### src/rtl/tick_sched.sv
// Programmable start/stop clock-enable scheduler: one-cycle tick plus phase square wave.
// Optional TICK_SCHED_CNT_EN adds the 8-bit tick_cnt output counting ticks since start.
module tick_sched #(
  parameter int unsigned CNT_W       = 17,
  parameter int unsigned DEFAULT_DIV = 100000
) (
  input  logic             clock,
  input  logic             reset,
  input  logic             cfg_valid,
  output logic             cfg_ready,
  input  logic [CNT_W-1:0] cfg_div,
  input  logic             start,
  input  logic             stop,
  input  logic             single,
  output logic             tick,
  output logic             phase,
  output logic             busy
`ifdef TICK_SCHED_CNT_EN
  ,
  output logic [7:0]       tick_cnt
`endif
);

  localparam int unsigned MIN_DIV = 2;

  typedef enum logic [1:0] {
    IDLE    = 2'd0,
    RUN     = 2'd1,
    ONESHOT = 2'd2
  } state_t;

  state_t           state, state_nxt;
  logic [CNT_W-1:0] cnt, cnt_nxt;
  logic [CNT_W-1:0] div_reg, div_nxt;
  logic [CNT_W-1:0] pend_div, pend_div_nxt;
  logic             pend_valid, pend_valid_nxt;
  logic             tick_nxt, phase_nxt, busy_nxt, ready_nxt;
  logic             cfg_acc;
  logic             enter_idle;
  logic [CNT_W-1:0] cfg_clamped;
`ifdef TICK_SCHED_CNT_EN
  logic [7:0]       tick_cnt_nxt;
`endif

  // State, counters and registered outputs.
  always_ff @(posedge clock or negedge reset) begin
    if (!reset) begin
      state      <= IDLE;
      cnt        <= '0;
      div_reg    <= CNT_W'(DEFAULT_DIV);
      pend_div   <= '0;
      pend_valid <= 1'b0;
      tick       <= 1'b0;
      phase      <= 1'b0;
      busy       <= 1'b0;
      cfg_ready  <= 1'b1;
`ifdef TICK_SCHED_CNT_EN
      tick_cnt   <= 8'd0;
`endif
    end else begin
      state      <= state_nxt;
      cnt        <= cnt_nxt;
      div_reg    <= div_nxt;
      pend_div   <= pend_div_nxt;
      pend_valid <= pend_valid_nxt;
      tick       <= tick_nxt;
      phase      <= phase_nxt;
      busy       <= busy_nxt;
      cfg_ready  <= ready_nxt;
`ifdef TICK_SCHED_CNT_EN
      tick_cnt   <= tick_cnt_nxt;
`endif
    end
  end

  // Next-state logic; outputs are decoded from the next register values so they
  // line up with the state they describe without any input-to-output path.
  always_comb begin
    state_nxt      = state;
    cnt_nxt        = cnt;
    div_nxt        = div_reg;
    pend_div_nxt   = pend_div;
    pend_valid_nxt = pend_valid;
    enter_idle     = 1'b0;
`ifdef TICK_SCHED_CNT_EN
    tick_cnt_nxt   = tick_cnt;
`endif
    cfg_acc     = cfg_valid && !pend_valid;
    cfg_clamped = (cfg_div < CNT_W'(MIN_DIV)) ? CNT_W'(MIN_DIV) : cfg_div;

    case (state)
      IDLE: begin
        if (cfg_acc) div_nxt = cfg_clamped;
        if (stop) begin
          state_nxt = IDLE;
        end else if (start) begin
          state_nxt = RUN;
          cnt_nxt   = div_nxt - CNT_W'(1);
`ifdef TICK_SCHED_CNT_EN
          tick_cnt_nxt = 8'd0;
`endif
        end else if (single) begin
          state_nxt = ONESHOT;
          cnt_nxt   = div_nxt - CNT_W'(1);
        end
      end
      RUN: begin
        if (cfg_acc) begin
          pend_div_nxt   = cfg_clamped;
          pend_valid_nxt = 1'b1;
        end
`ifdef TICK_SCHED_CNT_EN
        if (cnt == '0) tick_cnt_nxt = tick_cnt + 8'd1;
`endif
        if (stop) begin
          enter_idle = 1'b1;
        end else if (cnt == '0) begin
          // Period boundary: a pending ratio takes over for the next full period.
          if (pend_valid) begin
            div_nxt        = pend_div;
            cnt_nxt        = pend_div - CNT_W'(1);
            pend_valid_nxt = 1'b0;
          end else begin
            cnt_nxt = div_reg - CNT_W'(1);
          end
        end else begin
          cnt_nxt = cnt - CNT_W'(1);
        end
      end
      ONESHOT: begin
        if (cfg_acc) begin
          pend_div_nxt   = cfg_clamped;
          pend_valid_nxt = 1'b1;
        end
        if (stop || (cnt == '0)) begin
          enter_idle = 1'b1;
        end else begin
          cnt_nxt = cnt - CNT_W'(1);
        end
      end
      default: begin
        state_nxt = IDLE;
        cnt_nxt   = '0;
      end
    endcase

    // Returning to IDLE applies whatever ratio is waiting, including one offered now.
    if (enter_idle) begin
      state_nxt = IDLE;
      cnt_nxt   = '0;
      if (cfg_acc) begin
        div_nxt = cfg_clamped;
      end else if (pend_valid) begin
        div_nxt = pend_div;
      end
      pend_valid_nxt = 1'b0;
    end

    tick_nxt  = (state_nxt != IDLE) && (cnt_nxt == '0);
    phase_nxt = (state_nxt == RUN) && (cnt_nxt < (div_nxt >> 1));
    busy_nxt  = (state_nxt != IDLE);
    ready_nxt = !pend_valid_nxt;
  end

endmodule

### config.mk
export PLATFORM = sky130hd
export DESIGN_NAME = tick_sched
export DESIGN_NICKNAME = d
export VERILOG_FILES = /design/src/rtl/tick_sched.sv
export SDC_FILE = /design/constraint.sdc
export NUM_CORES = 1
export LEC_CHECK = 0
export BUFFER_PORTS_ARGS = -buffer_cell sky130_fd_sc_hd__buf_2
export CORE_MARGIN = 1
export CORE_UTILIZATION = 60
export CTS_CLUSTER_SIZE = 28
export DETAILED_ROUTE_END_ITERATION = 7
export PLACE_DENSITY = 0.81
export SLEW_MARGIN = 5
export SYNTH_ARGS = -nofsm -noshare
export SYNTH_HDL_FRONTEND = slang
export SYNTH_SLANG_ARGS = --single-unit
export TNS_END_PERCENT = 30
### constraint.sdc
create_clock -name clock -period 8.1 [get_ports clock]
set_input_delay 0.81 -clock clock [delete_from_list [all_inputs] [get_ports clock]]
set_output_delay 0.81 -clock clock [all_outputs]
set_load 0.05 [all_outputs]
# ---- Word-level counts from Yosys, hierarchy flattened
# Index checks and enable logic that the tools add are counted.
dict set report op_classes {
  magnitude_cmp 2
  muxes 33
  n_addsub 4
  eq_ne 3
  reduce_logical 12
}
# operator count
set ops {}
lappend ops {{$mux 17} 17}
lappend ops {{$sub 17x1->17 const B} 4}
lappend ops {{$pmux 17 s3} 1}
lappend ops {{$logic_not 17->1} 2}
lappend ops {{$pmux 17 s2} 1}
lappend ops {{$lt 17x16->1} 1}
lappend ops {{$lt 17x2->1 const B} 1}
lappend ops {{$mux 2} 4}
lappend ops {{$mux 1} 7}
lappend ops {{$eq 2x1->1 const B} 2}
lappend ops {{$pmux 1 s2} 2}
lappend ops {{$pmux 2 s2} 1}
lappend ops {{$logic_and 1x1->1} 3}
lappend ops {{$eq 2x2->1 const B} 1}
lappend ops {{$logic_not 1->1} 2}
lappend ops {{$logic_not 2->1} 1}
lappend ops {{$reduce_and 2->1} 1}
lappend ops {{$reduce_bool 2->1} 1}
lappend ops {{$reduce_or 2->1} 1}
lappend ops {{$logic_or 1x1->1} 1}
dict set report word_totals {
  regBits 58
  wordCells 63
}

# ---- Longest topological paths before layout
dict set report logic_depth {
  ltp_word 12
  mapped_depth 22
  mapped_depth_nobuf 20
}

# ---- Worst setup path after synthesis
# OpenSTA, ideal clock, no wires.
dict set report synth_path {
  path_type {input -> register}
  from {in cfg_div[6]}
  to {reg phase}
  arrival_ps 4506
  path_stages 17
  path_slack_ps 3526
  setup_ps 68
  path_cell_list {or4_1 > or2_2 > o21ai_1 > o21a_1 > ha_1 > inv_1 > a211oi_1 > and2_1 > nand4_1 > xnor2_1 > a222oi_1 > nor2_1 > ha_1 > a21oi_1 > o21ai_0 > nor3_1 > and4b_1}
}
dict set report synth_via {
  elab_chain_cells 12
  word_cells_on_any_way 16
  cone_classes {add/sub (1); order compare (2); mux (12); reduce/logical (1)}
}
# item line_no
set synth_lines {}
lappend synth_lines {{start, declared} 11} ;# input logic [CNT_W-1:0] cfg_div,
lappend synth_lines {{$lt 17x2->1} 89} ;# cfg_clamped = (cfg_div < CNT_W'(MIN_DIV)) ? CNT_W'(MIN_DIV) : cfg_div;
lappend synth_lines {{$mux 17 *} 89}
lappend synth_lines {{$mux 17 *} 93} ;# if (cfg_acc) div_nxt = cfg_clamped;
lappend synth_lines {{$mux 17 *} 91} ;# case (state)
lappend synth_lines {{$sub 17x1->17 *} {98, 104}}
lappend synth_lines {{$mux 17} 102} ;# end else if (single) begin
lappend synth_lines {{$mux 17 *} 96} ;# end else if (start) begin
lappend synth_lines {{$mux 17 *} 94} ;# if (stop) begin
lappend synth_lines {{$pmux 17 s3 *} 91}
lappend synth_lines {{$mux 17 *} 148} ;# if (enter_idle) begin
lappend synth_lines {{net cnt_nxt[14]} 33} ;# logic [CNT_W-1:0] cnt, cnt_nxt;
lappend synth_lines {{$lt 17x16->1 *} 160} ;# phase_nxt = (state_nxt == RUN) && (cnt_nxt < (div_nxt >> 1));
lappend synth_lines {{$logic_and 1x1->1 *} 160}
lappend synth_lines {{net phase_nxt} 37} ;# logic tick_nxt, phase_nxt, busy_nxt, ready_nxt;
lappend synth_lines {{end signal, assigned} 67} ;# phase <= phase_nxt;
lappend synth_lines {{end, declared} 16} ;# output logic phase,
# The timed path passes the listed nets; every way through them passes the cells marked *. The select of a mux whose other input is x is not followed.
# A chain may end at the register's enable or synchronous reset.

# ---- Final worst setup path
dict set report layout_path {
  from {reg state[0]}
  to {reg phase}
}
dict set report layout_via {
  elab_chain_cells 7
  word_cells_on_any_way 19
  cone_classes {order compare (1); eq/ne (3); mux (12); reduce/logical (3)}
}
# item line_no
set layout_lines {}
lappend layout_lines {{start, declared} 32} ;# state_t state, state_nxt;
lappend layout_lines {{start signal, assigned} 61} ;# state <= state_nxt;
lappend layout_lines {{$eq 2x1->1, or another cell as far along} 91}
lappend layout_lines {{$pmux 17 s2 or $mux 2 (tied branches)} {91, 96}}
lappend layout_lines {{$mux 17 or $mux 2 (tied branches)} {153, 94}}
lappend layout_lines {{$mux 17 or $pmux 2 s2 (tied branches)} {151, 91}}
lappend layout_lines {{$mux 17 or $mux 2 (tied branches)} 148}
lappend layout_lines {{$lt 17x16->1 or $eq 2x1->1 (tied branches)} 160}
lappend layout_lines {{$logic_and 1x1->1 *} 160}
lappend layout_lines {{net phase_nxt} 37}
# The timed path passes the listed nets; every way through them passes the cells marked *.

==> metrics.md <==
| Metric | Value |
|---|---|
| Synthesized Nets | `749` |
| Sequential share of the synthesized area | `between 20% and 30%` |
| Routed Antenna Nets | `0` |
| Count of final setup violators | `0` |
| Distinct cell type count after synthesis | `82` |
| CP startpoint kind | `register` |
| Synth top area cells | `dfrtp_1, mux2_2, mux2i_1` |
| CTS Buffer Depth | `2` |
| Top-count cell post-synth | `nor2_1` |
| Number of synthesized register bits | `58` |
| Die width | `99.5 um` |
| GR met2 Demand/Resource | `66.9%` |
| Drt pass-1 iters | `5` |
| Combinational cell fraction of total power | `66.2%` |
| DRC viols | `0` |
| Met3 Track Usage GR | `10.7%` |
| Setup Buffers After CTS | `0` |
| Sequential power share | `23.6%` |
| Worst path arrival time | `roughly 5.7 ns` |
| Met1 usage | `between 50% and 60%` |
| Hold Startpoint | `pend_div[11]` |
| PD cells | `440 nW/um^2` |
| Slew Limit Headroom | `28.0%` |
| Post-route clock period utilization | `between 60% and 70%` |
| Worst hold path cell count | `1` |
| Critical path's largest stage delay | `0.83 ns` |
| Largest net degree at the start of global routing | `between 50 and 60` |
| CP most frequent cell | `ha_1` |
| CP endpoint kind | `register` |
| Post-CTS resize count | `0` |
| Drt wl/cell | `~25 um` |
| CP required | `8.34 ns` |
| Die area | `approximately 9900 sq um` |
| R2R setup slack | `2.67 ns` |
| FP Rows | `35` |
| CP Max Fanout | `17` |
| Clk_skew | `0.00563 ns` |
| Area fraction of the dominant cell type after synthesis | `22.4%` |
| CTS tree | `yes` |
| Critical path's slowest cell | `a2111oi_0` |
| Final WL | `20900 um` |
| RR Endpoint | `phase` |
| Clock Pin Slew Worst Setup and Hold Paths | `~0.080 ns` |
| Worst R2R Path Depth | `15` |
| Hold Crit Class | `register to register` |
| Synth-to-Final Area Change | `6.34%` |
| Core area | `9240 sq um` |
| Routed vias/inst | `about 7.4` |
| Reg area | `between 1000 and 1500 sq um` |
| Via count | `6191` |
| Max-slew violations | `0` |
| Grt ovf | `0` |
| Ys async rst share | `100%` |
| Final Hold Viols | `0` |
| Hold endpoint | `pend_div[11]` |
| Internal | `1.23 mW` |
| Hpwl dp | `14800 um` |
| Syn Std Cell Area | `5710 sq um` |
| H-tree Lvls | `3` |
| GR peak layer | `met2` |
| Prevailing post-synth register cell | `dfrtp_1` |
| Port bufs | `26` |
| Syn avg cell area | `8.10 sq um` |
| Outcome | `finished, final reports clean` |
| Clk Latency, worst-skew pair | `0.35 ns` |
| EDFF count, synth | `0` |
| Synth Instances | `704` |
| Post-synth top cells | `nor2_1, nand2_1, dfrtp_1` |
| Worst slew pin tran | `1.07 ns` |
| Switching power | `1.44 mW` |
| Initial drt markers | `~740` |
| Pleak | `2.40 nW` |
| Vias in the first global route | `roughly 6000` |
| I/O pins | `27` |
| CTS Sinks | `58` |
| Multi-input logic area | `3960 sq um` |
| CTS buffer count | `9` |
| First-pass GRT wire length | `32500 um` |
| Clock power frac | `10.3%` |
| All-layer global routing usage | `a little over two fifths` |
| Yosys top cell by area | `dfrtp_1` |
| Initial antenna violation count | `0` |
| FMAX | `184 MHz` |
| Critical path type | `register to register` |
| Peak supply drop | `around 240 uV` |
| R2r startpoint | `state[0]` |
| Power after layout | `between 2 and 3 mW` |
| Fin nets | `752` |
| Die H | `99.5 um` |
| Initial Utilization | `between 60% and 70%` |
| Cells along the critical path | `inv_1, ha_1, clkinv_1, nor2_1, a31oi_1, buf_4, a221o_1, nand2_1, a21oi_1, a221oi_1, ha_1, nand4_1, a2111oi_0, o21ai_1, and4b_1` |
| Root Buffer | `clkbuf_8` |
| Ys Warns | `0` |
| GPL Wtd Cong | `0.968` |
| Max cap viols | `0` |
| Setup TNS | `0 ns` |
| Number of fill cells | `803` |
| Layout cells sized above 1 | `14.6%` |
| RSZ-0062 raised after global routing | `no` |
| Hold buffers post-CTS | `0` |
| Switching Share | `between 50% and 60%` |
| Minimum clock period after layout | `~5.4 ns` |
| # diodes | `0` |
## layer usage
metal | share of wire, % | routed length (um)
met1 | 39 | 8120
met2 | 44 | 9190
met3 | 12 | 2530
met4 | 5.0 | 1040
met5 | 0 | 0
## per-stage QoR
step	worst slack [ns]	cell area, sq um	hold slack [ns]	std cells	utilization (%)
2_1_floorplan	3.53	5710	0.494	704	-
4_1_cts	2.88	6070	0.542	841	65.7
6_report	2.67	6070	0.540	841	65.7
5_1_grt	2.46	6070	0.566	841	65.7
3_3_place_gp	3.02	5880	0.511	825	63.6
3_5_place_dp	2.80	5880	0.523	825	63.6
## power by group through the flow
stage,Sequential (mW),Clock (mW),Combinational (mW)
final,0.629,0.274,1.77
after global routing,0.643,0.287,1.90
after CTS,0.617,0.275,1.70
after detailed placement,0.622,0,1.69
after global placement,0.612,0,1.64
after floorplan,0.569,0,1.25
## cells in the final DEF, fill, tap and decap left out, drive strengths merged, types with 4 or more instances in the layout
master / n
a31oi: 16
o211ai: 8
or3: 10
inv: 28
nor4b: 7
nor3: 24
clkinv: 4
a22oi: 9
nor4: 15
nand4: 9
a221o: 14
nand2: 63
mux2i: 28
clkbuf: 11
a211oi: 7
nand2b: 7
o21ai: 36
a21oi: 46
or4: 4
nand3: 26
xor2: 9
a21o: 4
o221ai: 5
a221oi: 15
buf: 33
nor3b: 5
ha: 22
dfstp: 7
a22o: 4
o22ai: 5
o31ai: 5
nor2: 65
mux2: 26
dfrtp: 51
xnor2: 15
and2: 5
a2111oi: 4
o21a: 6
## how the worst max path moves through the flow
stage	startpoint	end	depth (start not counted)
3_3_place_gp	cfg_div[6]	phase	18
5_1_grt	state[0]	phase	15
3_5_place_dp	cfg_div[6]	phase	16
2_1_floorplan	cfg_div[6]	phase	17
4_1_cts	state[0]	phase	15
6_report	state[0]	phase	15
## critical path: cells and delay by family, from the launching register on
kind | cells | cell delay (ns)
AOI/OAI and AO/OA | 6 | 2.06
buffers and inverters | 3 | 1.10
and+or+nand+nor | 4 | 0.87
adders and majority gates | 2 | 0.83
DFF | 1 | 0.46
## cell type report
class	count	area share, %
multi-input cells	575	65.3
flip-flops and latches	58	24.1
repair buffers	33	3.01
well taps	129	2.66
clock buffers	11	2.17
inverters	30	1.86
clock inverters	5	0.907
## kinds of logic (layout without fill, tap and decap cells)
logic type / after synthesis / after routing / synth area share (%)
DFF: 58 / 58 / 25.6
adders and majority gates: 22 / 22 / 4.82
muxes: 54 / 54 / 10.0
and+or+nand+nor: 260 / 260 / 24.1
AOI/OAI and AO/OA: 215 / 215 / 26.7
xor gates and xnor gates: 24 / 24 / 3.68
buffers and inverters: 71 / 79 / 5.13
Power figures use the tool's default switching activity.
